$ cat config.mk
export PLATFORM = sky130hd
export DESIGN_NAME = bht_controller
export DESIGN_NICKNAME = d
export VERILOG_FILES = /design/src/rtl/bht_pkg.sv /design/src/rtl/bht_storage.sv /design/src/rtl/bht_controller.sv
export SDC_FILE = /design/constraint.sdc
export NUM_CORES = 1
export LEC_CHECK = 0
export CAP_MARGIN = 20
export CORE_AREA = 2 2 132 134
export DETAILED_ROUTE_END_ITERATION = 12
export DIE_AREA = 0 0 134 136
export PLACE_DENSITY = 0.65
export REMOVE_ABC_BUFFERS = 1
export SETUP_SLACK_MARGIN = 0.1
export SLEW_MARGIN = 20
export SYNTH_ARGS = -nofsm -noshare
export SYNTH_HDL_FRONTEND = slang
export SYNTH_HIERARCHICAL = 1
export SYNTH_SLANG_ARGS = --single-unit
export TNS_END_PERCENT = 1
$ cat constraint.sdc
create_clock -name clk -period 3.8 [get_ports clk]
set_clock_uncertainty 0.05 [all_clocks]
set_input_delay 0.76 -clock clk [delete_from_list [all_inputs] [get_ports clk]]
set_output_delay 0.76 -clock clk [all_outputs]
set_load 0.1 [all_outputs]
$ cat src/rtl/bht_pkg.sv
// Shared types and constants for the branch history table controller.
package bht_pkg;

    // Tag width carried inside a table entry; bht_controller's TAG_W must match.
    localparam int BHT_TAG_W = 5;

    localparam logic [1:0] CNT_RESET   = 2'b01;
    localparam logic [1:0] CNT_WEAK_T  = 2'b10;
    localparam logic [1:0] CNT_WEAK_NT = 2'b01;

    typedef struct packed {
        logic                 valid;
        logic [BHT_TAG_W-1:0] tag;
        logic [1:0]           counter;
    } bht_entry_t;

    typedef enum logic [1:0] {
        IDLE  = 2'd0,
        RD    = 2'd1,
        WR    = 2'd2,
        FLUSH = 2'd3
    } bht_state_t;

    localparam bht_entry_t ENTRY_RESET = '{valid: 1'b0, tag: '0, counter: CNT_RESET};

    // New entry after a resolved branch: saturating counter on a hit, fresh allocation on a miss.
    function automatic bht_entry_t bht_update(input bht_entry_t old_entry,
                                              input logic [BHT_TAG_W-1:0] tag,
                                              input logic taken);
        bht_entry_t e;
        e = old_entry;
        if (old_entry.valid && (old_entry.tag == tag)) begin
            if (taken) begin
                if (old_entry.counter != 2'b11) e.counter = old_entry.counter + 2'd1;
            end else begin
                if (old_entry.counter != 2'b00) e.counter = old_entry.counter - 2'd1;
            end
        end else begin
            e.valid   = 1'b1;
            e.tag     = tag;
            e.counter = taken ? CNT_WEAK_T : CNT_WEAK_NT;
        end
        return e;
    endfunction

endpackage

$ cat src/rtl/bht_storage.sv
// Branch history table storage: one read port, one write port, per-index valid clear.
// Reads see a same-cycle write to the same index (write-first).
module bht_storage
    import bht_pkg::*;
#(
    parameter int INDEX_W = 4
) (
    input  logic               clk,
    input  logic               rst_n,
    input  logic [INDEX_W-1:0] rd_index,
    output bht_entry_t         rd_entry,
    input  logic               wr_en,
    input  logic [INDEX_W-1:0] wr_index,
    input  bht_entry_t         wr_entry,
    input  logic               inv_en,
    input  logic [INDEX_W-1:0] inv_index
);

    localparam int DEPTH = 2 ** INDEX_W;

    bht_entry_t entry_array [DEPTH];

    genvar gi;
    generate
        for (gi = 0; gi < DEPTH; gi++) begin : g_entry
            bht_entry_t entry_reg;

            // One entry: full write has precedence over the flush valid-clear.
            always_ff @(posedge clk or negedge rst_n) begin
                if (!rst_n) begin
                    entry_reg <= ENTRY_RESET;
                end else if (wr_en && (wr_index == INDEX_W'(gi))) begin
                    entry_reg <= wr_entry;
                end else if (inv_en && (inv_index == INDEX_W'(gi))) begin
                    entry_reg.valid <= 1'b0;
                end
            end

            assign entry_array[gi] = entry_reg;
        end
    endgenerate

    // Read mux with write-first bypass.
    always_comb begin
        rd_entry = entry_array[rd_index];
        if (wr_en && (wr_index == rd_index)) rd_entry = wr_entry;
    end

endmodule

$ cat src/rtl/bht_controller.sv
// Branch history table controller: arbitrates the single read port between fetch
// lookups and execute updates (2-cycle read-modify-write) and runs a table flush.
module bht_controller
    import bht_pkg::*;
#(
    parameter int INDEX_W      = 4,
    parameter int TAG_W        = BHT_TAG_W,
    parameter int STARVE_LIMIT = 3
) (
    input  logic               clk,
    input  logic               rst_n,
    input  logic               lk_valid,
    input  logic [INDEX_W-1:0] lk_index,
    output logic               lk_stall,
    output logic               rd_valid,
    output logic [TAG_W-1:0]   rd_tag,
    output logic [1:0]         rd_counter,
    input  logic               upd_req,
    input  logic [INDEX_W-1:0] upd_index,
    input  logic [TAG_W-1:0]   upd_tag,
    input  logic               upd_taken,
    output logic               upd_ack,
    input  logic               flush_req,
    output logic               flush_busy
);

    localparam int STARVE_W = $clog2(STARVE_LIMIT + 1);

    bht_state_t         state_reg;
    logic [STARVE_W-1:0] starve_reg;
    logic               flush_pend_reg;
    logic               flush_busy_reg;
    logic [INDEX_W-1:0] flush_ptr_reg;
    logic               upd_ack_reg;
    logic [INDEX_W-1:0] upd_index_reg;
    logic [TAG_W-1:0]   upd_tag_reg;
    logic               upd_taken_reg;
    bht_entry_t         old_entry_reg;
    bht_entry_t         rd_entry_reg;

    bht_entry_t         port_entry;
    bht_entry_t         new_entry;
    logic [INDEX_W-1:0] port_index;
    logic               starved;
    logic               upd_grant;
    logic               lk_fire;

    // Read-port arbitration: lookups win in IDLE until the update has waited STARVE_LIMIT cycles.
    always_comb begin
        starved    = (starve_reg == STARVE_W'(STARVE_LIMIT));
        upd_grant  = (state_reg == IDLE) && !flush_pend_reg && upd_req && (!lk_valid || starved);
        lk_stall   = lk_valid && ((state_reg == RD) || (state_reg == FLUSH) || upd_grant);
        lk_fire    = lk_valid && !lk_stall;
        port_index = (state_reg == RD) ? upd_index_reg : lk_index;
        new_entry  = bht_update(old_entry_reg, upd_tag_reg, upd_taken_reg);
    end

    bht_storage #(
        .INDEX_W (INDEX_W)
    ) u_storage (
        .clk       (clk),
        .rst_n     (rst_n),
        .rd_index  (port_index),
        .rd_entry  (port_entry),
        .wr_en     (state_reg == WR),
        .wr_index  (upd_index_reg),
        .wr_entry  (new_entry),
        .inv_en    (state_reg == FLUSH),
        .inv_index (flush_ptr_reg)
    );

    // Main FSM: update sequencing, starvation counter and flush bookkeeping.
    always_ff @(posedge clk or negedge rst_n) begin
        if (!rst_n) begin
            state_reg      <= IDLE;
            starve_reg     <= '0;
            flush_pend_reg <= 1'b0;
            flush_busy_reg <= 1'b0;
            flush_ptr_reg  <= '0;
            upd_ack_reg    <= 1'b0;
            upd_index_reg  <= '0;
            upd_tag_reg    <= '0;
            upd_taken_reg  <= 1'b0;
            old_entry_reg  <= ENTRY_RESET;
        end else begin
            upd_ack_reg <= 1'b0;
            case (state_reg)
                IDLE: begin
                    if (flush_pend_reg) begin
                        state_reg      <= FLUSH;
                        flush_pend_reg <= 1'b0;
                        flush_ptr_reg  <= '0;
                    end else begin
                        if (flush_req) begin
                            flush_pend_reg <= 1'b1;
                            flush_busy_reg <= 1'b1;
                        end
                        if (upd_grant) begin
                            state_reg     <= RD;
                            starve_reg    <= '0;
                            upd_index_reg <= upd_index;
                            upd_tag_reg   <= upd_tag;
                            upd_taken_reg <= upd_taken;
                        end else if (upd_req && lk_valid) begin
                            starve_reg <= starve_reg + STARVE_W'(1);
                        end
                    end
                end
                RD: begin
                    old_entry_reg <= port_entry;
                    upd_ack_reg   <= 1'b1;
                    state_reg     <= WR;
                    if (flush_req) begin
                        flush_pend_reg <= 1'b1;
                        flush_busy_reg <= 1'b1;
                    end
                end
                WR: begin
                    state_reg <= IDLE;
                    if (flush_req) begin
                        flush_pend_reg <= 1'b1;
                        flush_busy_reg <= 1'b1;
                    end
                end
                FLUSH: begin
                    if (flush_req) begin
                        flush_ptr_reg <= '0;
                    end else if (flush_ptr_reg == {INDEX_W{1'b1}}) begin
                        state_reg      <= IDLE;
                        flush_busy_reg <= 1'b0;
                    end else begin
                        flush_ptr_reg <= flush_ptr_reg + INDEX_W'(1);
                    end
                end
                default: state_reg <= IDLE;
            endcase
        end
    end

    // Lookup result register: only serviced lookups update it.
    always_ff @(posedge clk or negedge rst_n) begin
        if (!rst_n) begin
            rd_entry_reg <= ENTRY_RESET;
        end else if (lk_fire) begin
            rd_entry_reg <= port_entry;
        end
    end

    assign rd_valid   = rd_entry_reg.valid;
    assign rd_tag     = rd_entry_reg.tag;
    assign rd_counter = rd_entry_reg.counter;
    assign upd_ack    = upd_ack_reg;
    assign flush_busy = flush_busy_reg;

endmodule

# Yosys cells after proc, flatten, opt, wreduce, memory -nomap -nowiden
# Cells that the tools add are included.
totals:
  output_inout_bits: 11
  input_bits: 19
  regBits: 165
  elab_cells: 254
op_classes:
  mux: 64
  n_eq_ne: 44
  order_cmp: 1
  n_reduce_logical: 76
  addsub: 4
  n_bitwise: 2
op_table:
  columns: ["op", "n"]
  rows:
  - ["$eq 4x4->1 const B", 16]
  - ["$logic_and 1x1->1", 40]
  - ["$mux 1", 40]
  - ["$reduce_bool 2->1", 20]
  - ["$bmux 8 s4", 1]
  - ["$eq 4x3->1 const B", 8]
  - ["$mux 8", 3]
  - ["$mux 2", 11]
  - ["$eq 4x2->1 const B", 4]
  - ["$mux 4", 4]
  - ["$reduce_and 3->1", 5]
  - ["$ne 2x2->1 const B", 5]
  - ["$eq 4x1->1 const B", 2]
  - ["$logic_not 4->1", 2]
  - ["$pmux 2 s4", 1]
  - ["$pmux 4 s2", 1]
  - ["$eq 2x2->1 const B", 3]
  - ["$mux 6", 1]
  - ["$ne 3x3->1 const B", 2]
  - ["$eq 5x5->1", 1]
  - ["$ge 5x5->1 const B", 1]
  - ["$not 4->5", 1]
  - ["$add 2x1->2 const B", 2]
  - ["$add 4x1->4 const B", 1]
  - ["12 further kinds", 16]

# Longest topological paths before layout
logic_depth:
  depth_word: 8
  mapped_depth: 13
  ltp_nobuf: 9

# By module
# The synthesis kept the hierarchy.
modules_own_cells:
  columns: ["module", "instances", "area_per_inst_um2", "cells_per_inst"]
  rows:
  - ["bht_storage", 1, 6264.8, 410]
  - ["bht_controller", 1, 1830.5, 148]

# Least setup slack after synthesis
# No wires, ideal clock.
synth_path:
  path_type: "register to register"
  startpoint: "reg state_reg[1]"
  endpoint: "reg rd_entry_reg, in the netlist rd_counter[1]"
  required_time_ns: 3.625
  period_less_slack_ns: 3.291
  stages_incl_launch_ff: 12
  t_arrival_ns: 3.116
  setup_slack_ns: 0.509
  setup_time_ns: 0.125
  cell_sequence: "dfrtp_1 > inv_1 > ha_1 > clkbuf_1 > clkbuf_1 > mux2_2 > buf_6 > buf_6 > xor2_1 > nor4_4 > mux2_2 > mux2_4"
synth_lines:
  columns: ["element", "line", "rtl"]
  rows:
  - ["start: declaration", "bht_controller.sv:29", "bht_state_t state_reg;"]
  - ["start signal: assignment", "bht_controller.sv:75", "state_reg <= IDLE;"]
  - ["start signal: assignment", "bht_controller.sv:90", "state_reg <= FLUSH;"]
  - ["start signal: assignment", "bht_controller.sv:99", "state_reg <= RD;"]
  - ["end signal: assignment", "bht_controller.sv:145", "rd_entry_reg <= port_entry;"]
  - ["end: declaration", "bht_controller.sv:39", "bht_entry_t rd_entry_reg;"]

==> flow_summary_export.csv <==
group,metric,value,unit
synthesis,synth_warnings,6,
cells_and_area,drive_above_1_share,37.7,%
clocking,htreeDepth,4,
clocking,cts_buffer_depth,2,
sta,slew_headroom,29.3,%
clocking,clkSinkCount,165,
synthesis,synth_common_cells,"147 x dfrtp_1, 143 x mux2_2, 36 x o21ai_0",
clocking,cts-resized-gates,0,
sta,drv_slew,0,
global_route,first_global_vias,5114,
flow_run,max-cap-violations,0,
synthesis,synthesis.area,8100,sq um
synthesis,synth_top_area_share,45.4,%
routing,wirelength,18200,um
sta,tightest_slew,1060,ps
floorplanning,rows,48,
global_route,grt_remaining_overflow,0,
global_route,grt_pass1_wl,29300,um
synthesis,ys_ff_latch,165,
clocking,ctsHoldBuffers,0,
floorplanning,die_x,134,um
routing,drt-wirelength-per-cell,22.0,um
global_route,grt_max_degree,89,
critical_path,ff2ff_setup_slack,670,ps
place,dp_cells,793,
cells_and_area,syn_to_final_growth,14.4,%
synthesis,syn_area_per_cell,14.5,sq um
sta,hold_viol,0,
routing,drtAntennaViolNets,0,
synthesis,synth_edf_count,0,
sta,final-setup-viol-count,0,
place,post-place-ws,304,ps
synthesis,synth.distinct_cells,45,
synthesis,synth.most_common_cell,"dfrtp_1",
synthesis,synth_area_leaders,"dfrtp_1 45%, mux2_2 20%, mux4_1 10%",
cells_and_area,diodes,0,
sta,period_needed,3130,ps
floorplanning,fp.dieH,136,um
synthesis,synth_top_area_cell,"dfrtp_1",
sta,max_freq,319,MHz
routing,vias,4781,
cells_and_area,multiInputGateArea,3730,sq um
hold_path,hold_class,"in2async",
critical_path,end_kind,"flip-flop",
critical_path,max_stage_delay,500,ps
routing,dr.pass1.iters,5,
power_and_ir_drop,peakVddDrop,0.485,mV
routing,drtIter0Drc,423,
critical_path,cp_slowest_cell,"mux2_2",
sta,setup_slack,669,ps
sta,fin_setup_tns,0,ps
floorplanning,dieArea,18200,sq um
floorplanning,core-area,16900,sq um
place,dp_hpwl,11900,um
clocking,path_clk_slew,60,ps
power_and_ir_drop,power.leakage,4.19,nW
critical_path,critPathRequiredTime,4050,ps
routing,via_per_inst,5.80,
clocking,cts_tree,"done",
critical_path,path_class,"reg2reg",
place,gp_congestion,0.782,
place,port_buffers,29,
critical_path,critPathLaunchType,"flip-flop",
cells_and_area,largest_register_ffs,128,
global_route,track_usage,21.6,%
synthesis,ys_seq_area_share,51.3,%
synthesis,async_reset_ff_share,100,%
synthesis,synth_ff_type,"dfrtp_1",
cells_and_area,num-fill-cells,1356,
sta,rsz0062_at_grt,"false",
critical_path,path_cells,"inv_1 -> ha_1 -> buf_4 -> mux2_2 -> xor2_1 -> nor4_4 -> buf_4 -> mux2_2 -> mux2_4",
cells_and_area,fin_cells,825,
critical_path,path_max_fanout,15,
global_route,antenna_found_initial,0,
critical_path,critPathBufInv,3,
cells_and_area,register_area,4150,sq um
routing,drcViolationCount,0,
synthesis,syn_inst,558,
clocking,clkLatencyLatePin,420,ps
critical_path,cp_top_family,"multiplexers",
sta,fin_crit_sh,82.4,%
cells_and_area,nets,613,
floorplanning,io_pins,30,
power_and_ir_drop,powerDensity,815,nW/um^2
run_status,status,"finished clean",
clocking,post_cts_buffers,0,
critical_path,crit_arrival,3380,ps
clocking,numCtsBuffers,17,
floorplanning,start_util,48.0,%
clocking,cts_root_buf,"clkbuf_16",
[kinds of logic (layout without fill, tap and decap cells)]
kind of cell	count (synthesis)	count (layout)	share of synthesized area (%)
fa+ha+maj	7	7	1.08
compound gates	55	55	3.94
xor+xnor	9	9	0.974
flops	165	165	51.3
simple gates	70	70	4.93
mux	210	210	35.1
other cells	1	2	0.0463
buf+inv	41	82	2.69
[where the power goes]
| part | total, W | internal (W) | leakage (nW) | switching, W |
|---|---|---|---|---|
| clock | 0.00175 | 0.00107 | 0.295 | 0.000673 |
| combinational | 0.00292 | 0.00142 | 1.80 | 0.00151 |
| sequential | 0.00288 | 0.00242 | 2.09 | 0.000456 |
| total | 0.00755 | 0.00491 | 4.19 | 0.00264 |
[routing by layer]
metal	part of all wire, %	track usage [%]
met1	44	28.7
met2	50	36.1
met3	4.0	4.21
met4	1.4	6.86
met5	0	0
[per-stage QoR]
stage               power [W]  utilization (%)  hold slack [ps]  cell area, sq um
floorplan             0.00491                -              403              7900
global placement      0.00570             51.3              421              8650
detailed placement    0.00583             51.3              437              8650
CTS                   0.00760             54.9              376              9260
global route          0.00795             54.9              388              9260
finish                0.00755             54.9              335              9260
[worst paths after layout]
path,start,end,cells after the start
max reg2reg,state_reg[1]$_DFFE_PN0P_,rd_tag[1]$_DFFE_PN0P_,9
max in group asynchronous,rst_n,u_storage/entry_array[72]$_DFFE_PN1P_,2
min,rst_n,starve_reg[0]$_DFFE_PN0P_,1
min reg2reg,starve_reg[1]$_DFFE_PN0P_,starve_reg[1]$_DFFE_PN0P_,2
min in group clk,starve_reg[1]$_DFFE_PN0P_,starve_reg[1]$_DFFE_PN0P_,2
max,state_reg[1]$_DFFE_PN0P_,rd_tag[1]$_DFFE_PN0P_,9
[cells in the final DEF, fill, tap and decap left out, types with 3 or more instances in the layout]
master / Yosys / routed
nand3_1: 5 / 5
nor2_2: 5 / 5
a21oi_1: 5 / 5
clkdlybuf4s50_1: 0 / 27
mux2_2: 143 / 143
o21ai_0: 36 / 36
or3_1: 3 / 3
xnor2_1: 6 / 6
ha_1: 7 / 7
mux2i_1: 27 / 27
dfstp_2: 18 / 18
o211ai_1: 3 / 3
mux2_4: 8 / 8
dfrtp_1: 147 / 147
clkbuf_16: 0 / 17
nand3b_1: 4 / 4
buf_12: 1 / 5
nand2b_1: 9 / 9
nand2_1: 24 / 24
xor2_1: 3 / 3
o311ai_0: 3 / 3
clkbuf_8: 0 / 6
buf_4: 2 / 11
nor2_1: 9 / 9
inv_1: 6 / 6
mux4_1: 31 / 31
[cell type report]
cell class	count	area share, %
Clock buffer	25	5.57
Timing Repair Buffer	44	5.01
Inverter	6	0.243
Clock inverter	7	1.01
Tap cell	225	3.04
Sequential cell	165	44.8
Multi-Input combinational cell	353	40.3
Power figures use the tool's default switching activity.
